$ cat src/rtl/tnn_feature_sequencer.sv
// Streaming front-end for the 2-bit six-input classifiers: quantizes raw samples into a
// six-slot frame, drives the classifier, and returns its class through a valid/ready port.
module tnn_feature_sequencer #(
    parameter int          RAW_W = 8,
    parameter int unsigned T1    = 64,
    parameter int unsigned T2    = 128,
    parameter int unsigned T3    = 192,
    parameter int          CNT_W = 16
) (
    input  logic             clk,
    input  logic             rst_n,
    input  logic             s_valid,
    output logic             s_ready,
    input  logic [RAW_W-1:0] s_data,
    input  logic             s_last,
    output logic [1:0]       feat_a,
    output logic [1:0]       feat_b,
    output logic [1:0]       feat_c,
    output logic [1:0]       feat_d,
    output logic [1:0]       feat_e,
    output logic [1:0]       feat_f,
    input  logic             cls_in,
    output logic             m_valid,
    input  logic             m_ready,
    output logic             m_class,
    output logic             m_err,
    output logic [CNT_W-1:0] frame_cnt
);

    localparam logic [RAW_W-1:0] T1_V = RAW_W'(T1);
    localparam logic [RAW_W-1:0] T2_V = RAW_W'(T2);
    localparam logic [RAW_W-1:0] T3_V = RAW_W'(T3);

    typedef enum logic [1:0] {
        LOAD  = 2'd0,
        EVAL  = 2'd1,
        HOLD  = 2'd2,
        DRAIN = 2'd3
    } state_t;

    state_t     state;
    logic [2:0] idx;
    logic       drain_pend;
    logic       err_flag;
    logic [1:0] feat [6];

    function automatic logic [1:0] quantize(input logic [RAW_W-1:0] x);
        if (x >= T3_V)      return 2'd3;
        else if (x >= T2_V) return 2'd2;
        else if (x >= T1_V) return 2'd1;
        else                return 2'd0;
    endfunction

    // Handshake strobes depend on state only, so no input reaches them combinationally.
    assign s_ready = (state == LOAD) || (state == DRAIN);
    assign m_valid = (state == HOLD);

    assign feat_a = feat[0];
    assign feat_b = feat[1];
    assign feat_c = feat[2];
    assign feat_d = feat[3];
    assign feat_e = feat[4];
    assign feat_f = feat[5];

    // NOTE: all state updates use non-blocking assignments so that every register samples
    // pre-edge values; the feature slots are a handful of flops, so they are reset too.
    always_ff @(posedge clk or negedge rst_n) begin
        if (!rst_n) begin
            state      <= LOAD;
            idx        <= 3'd0;
            drain_pend <= 1'b0;
            err_flag   <= 1'b0;
            m_class    <= 1'b0;
            m_err      <= 1'b0;
            frame_cnt  <= '0;
            for (int i = 0; i < 6; i++) feat[i] <= 2'd0;
        end else begin
            case (state)
                LOAD: begin
                    if (s_valid) begin
                        // The first beat of a frame wipes the older slots; its own slot is written below.
                        if (idx == 3'd0) begin
                            for (int i = 1; i < 6; i++) feat[i] <= 2'd0;
                        end
                        feat[idx] <= quantize(s_data);
                        if (s_last || idx == 3'd5) begin
                            state      <= EVAL;
                            idx        <= 3'd0;
                            err_flag   <= !(s_last && idx == 3'd5);
                            drain_pend <= !s_last;
                        end else begin
                            idx <= idx + 3'd1;
                        end
                    end
                end
                EVAL: begin
                    m_class <= cls_in;
                    m_err   <= err_flag;
                    state   <= HOLD;
                end
                HOLD: begin
                    if (m_ready) begin
                        frame_cnt <= frame_cnt + CNT_W'(1);
                        state     <= drain_pend ? DRAIN : LOAD;
                    end
                end
                DRAIN: begin
                    // Overlong frame tail: swallow beats until the producer marks the end.
                    if (s_valid && s_last) begin
                        drain_pend <= 1'b0;
                        state      <= LOAD;
                    end
                end
                default: state <= LOAD;
            endcase
        end
    end

endmodule

$ cat config.mk
export PLATFORM = sky130hd
export DESIGN_NAME = tnn_feature_sequencer
export DESIGN_NICKNAME = d
export VERILOG_FILES = /design/src/rtl/tnn_feature_sequencer.sv
export SDC_FILE = /design/constraint.sdc
export NUM_CORES = 1
export LEC_CHECK = 0
export ABC_AREA = 1
export BUFFER_PORTS_ARGS = -buffer_cell sky130_fd_sc_hd__buf_4
export CORE_MARGIN = 1.5
export CORE_UTILIZATION = 49
export DETAILED_ROUTE_END_ITERATION = 12
export PLACE_DENSITY = 0.85
export SYNTH_ARGS = -nofsm -noshare
export SYNTH_HDL_FRONTEND = slang
export SYNTH_SLANG_ARGS = --single-unit
$ cat constraint.sdc
create_clock -name clk -period 2.6 [get_ports clk]
set_input_delay 0 -clock clk [delete_from_list [all_inputs] [get_ports clk]]
set_output_delay 0 -clock clk [all_outputs]
set_load 0.005 [all_outputs]
==> flow_metrics.env <==
export IMPL_status="completed"
export IMPL_fmaxAchievable_mhz=630.8
export IMPL_r2r_start="state[0]"
export IMPL_ys_ff_latch=37
export IMPL_reg2reg_setup_slack_ns=1.01
export IMPL_drive_gt1_frac=0.2452
export IMPL_first_iter_violations=63
export IMPL_cts_max_path_buffers=2
export IMPL_place_congestion=0.8669
export IMPL_setup_ws_ns=1.015
export IMPL_max_stage_delay_ns=0.42
export IMPL_cp_data_arrival_time_ns=1.76
export IMPL_htreeDepth=2
export IMPL_tightest_slew_ns=0.4576
export IMPL_coreArea_mm2=0.003633
export IMPL_clk_pin_slew_ns=0.07
export IMPL_port_buffers=39
export IMPL_cp_slowest_cell="dfrtp_1"
export IMPL_area_delta_synth_final_pct=26.22
export IMPL_final_nets=282
export IMPL_synthSimpleGateAreaFrac=0.2628
export IMPL_dp_hpwl_um=2729
export IMPL_cp_required_ns=2.78
export IMPL_routed_wl_met3_um=185
export IMPL_postSynthCellCount=209
export IMPL_path_delay_family="simple AND/OR/NAND/NOR gates"
export IMPL_synth_area_leaders="dfrtp_1, nand2_1, ha_1"
export IMPL_n_fill_cell=310
export IMPL_totalWireLength_um=3628
export IMPL_cp_num_buf_inv=1
export IMPL_syn_area_per_cell_um2=8.860
export IMPL_synth_mux_area_frac=0.006081
export IMPL_via_per_inst=4.945
export IMPL_initial_core_util=0.5096
export IMPL_ys_seq_area_frac=0.5000
export IMPL_die_w_um=64.48
export IMPL_peakVddDrop_mv=0.4708
export IMPL_grt_usage=0.2048
export IMPL_route_met2_wl_um=1803
export IMPL_cp_max_fo=6
export IMPL_synth_fp_nets=231
export IMPL_synthXorXnorAreaFrac=0.05608
export IMPL_cp_end_kind="register"
export IMPL_root_buffer="clkbuf_8"
export IMPL_die_height_um=64.48
export IMPL_yosys_area_share_adder=0.05405
export IMPL_numCtsBuffers=5
export IMPL_mostFrequentLayoutCell="nand2_1"
export IMPL_power_leakage_nw=1.205
export IMPL_yosysWarningCount=0
export IMPL_remaining_drc_errors=0
export IMPL_tns_ns=0
export IMPL_slew_headroom=0.6949
export IMPL_syn_cell_area_mm2=0.001852
export IMPL_hp_class="input pin to register"
export IMPL_synth_top_area_frac=0.5000
export IMPL_final_hold_viol_count=0
export IMPL_grt_pass1_vias=1522
export IMPL_tritoncts="yes"
export IMPL_reg2reg_depth=9
export IMPL_synth_top_family_by_area="simple AND/OR/NAND/NOR gates"
export IMPL_grt_max_degree=38
export IMPL_hold_depth=4
export IMPL_rsz0062_at_grt="false"
export IMPL_ios=46
export IMPL_gr_total_overflow=0
export IMPL_pre_cts_ws_ns=1.019
export IMPL_max_cap_violations=0
export IMPL_setup_viol=0
export IMPL_path_class="register to register"
export IMPL_wl_per_cell_um=11.74
export IMPL_ant_nets=0
export IMPL_slew_violations=0
export IMPL_antenna_cells=0
export IMPL_antenna_found_initial=0
export IMPL_synth_compound_area_share=0.06824
export IMPL_num_rows=22
export IMPL_p_per_area_mw_per_mm2=845.7
export IMPL_clock_latency_ns=0.29
export IMPL_hold_end="frame_cnt[1]"
export IMPL_highest_layer="met4"
export IMPL_startpoint_type="register"
export IMPL_yosysTopAreaCell="dfrtp_1"
export IMPL_vias=1528
export IMPL_dr_pass1_iters=4
export IMPL_grt_pass1_wl_um=6513
export IMPL_mostFrequentLayoutCells="nand2_1, buf_4, dfrtp_1, inv_1, o21ai_0"
export IMPL_post_route_min_period_ns=1.585
export IMPL_ys_types=24
export IMPL_clock_sinks=37
export IMPL_fin_crit_sh=0.6098
export IMPL_cts_resized=0
export IMPL_fin_skew_ns=0.005920
export IMPL_hp_start="m_ready"
export IMPL_die_area_mm2=0.004157
export IMPL_cp_cell_sequence="inv_1 -> ha_1 -> nand2_4 -> nor2_4 -> nand2_4 -> nor2_8 -> nand3_1 -> nand2_1 -> nand2_1"
export IMPL_r2r_end="frame_cnt[14]"
export IMPL_wl_met1_um=1583
layer usage:
| layer | track usage | vias up |
|---|---|---|
| met5 | 0 | - |
| met4 | 0.08245 | 0 |
| met3 | 0.06250 | 7 |
| met2 | 0.3594 | 37 |
| met1 | 0.2325 | 717 |
| li1 | - | 767 |
worst min-delay path, stage by stage:
cell     delay [ns]
buf_4          0.10
nand2_4        0.08
nand2_1        0.07
nand2_1        0.05
registers in the layout, indices dropped and copies added (netlist names):
register,cells
frame_cnt,16
idx,3
feat_a,2
feat_b,2
feat_c,2
feat_d,2
feat_e,2
feat_f,2
state,2
drain_pend,1
err_flag,1
m_class,1
m_err,1
what timing repair did:
item,in CTS,in global routing
endpoints found under the setup margin,0,0
hold endpoints to repair,41,0
hold buffers,5,0
buffers inserted,0,0
per-stage QoR:
step                      hold WS (ns)  power [mW]  std cells    util  area (um^2)
after CTS                      0.03997       1.999        309  0.6433         2337
after global placement        -0.01130       1.561        296  0.6067         2205
after global routing           0.04091       2.135        309  0.6433         2337
after detailed placement      -0.01040       1.601        296  0.6067         2205
final                          0.04605       1.977        309  0.6433         2337
after floorplan                -0.2956       1.268        209       -         1852
kinds of logic after synthesis:
logic type      count (synthesis)
simple gates                  102
flops                          37
buf+inv                        26
compound gates                 24
xor+xnor                       11
fa+ha+maj                       8
mux                             1
where the power goes:
group | leakage (nW) | internal, mW | switching [mW]
combinational | 0.680 | 0.345 | 0.372
clock | 0.0450 | 0.186 | 0.197
sequential | 0.480 | 0.735 | 0.141
total | 1.20 | 1.27 | 0.710
synth_stat cells:
cell type and number:
nand2_1 49, dfrtp_1 37, inv_1 24, o21ai_0 18, nor2_1 17, nand3_1 16, ha_1 8, xnor2_1 6
a21oi_1 4, nor2_2 4, xor2_1 4, nand2_2 3, nand4_1 3, nor3_1 3, inv_2 2, nand2_4 2
nand3_2 2, a21oi_2 1, mux2_2 1, nand3b_1 1, nor2_4 1, nor2_8 1, o31ai_1 1, xor2_2 1
worst max-delay path by stage:
stage	from	to	slack, ns	cells after the start
global route	state[1]	feat_c[0]	0.89	7
global placement	state[0]	frame_cnt[14]	1.07	9
finish	state[0]	frame_cnt[14]	1.01	9
detailed placement	state[0]	frame_cnt[14]	1.02	9
CTS	state[0]	frame_cnt[14]	1.01	9
floorplan	state[0]	frame_cnt[14]	1.15	9
cell type report:
type	count	area [um^2]	area share
Multi-Input combinational cell	146	828.3	0.3544
Tap cell	48	60.06	0.02570
Timing Repair Buffer	44	342.8	0.1467
Clock buffer	6	72.57	0.03105
Clock inverter	2	10.01	0.004283
Inverter	26	97.59	0.04176
Sequential cell	37	925.9	0.3961
(Power assumes the default switching activity.)
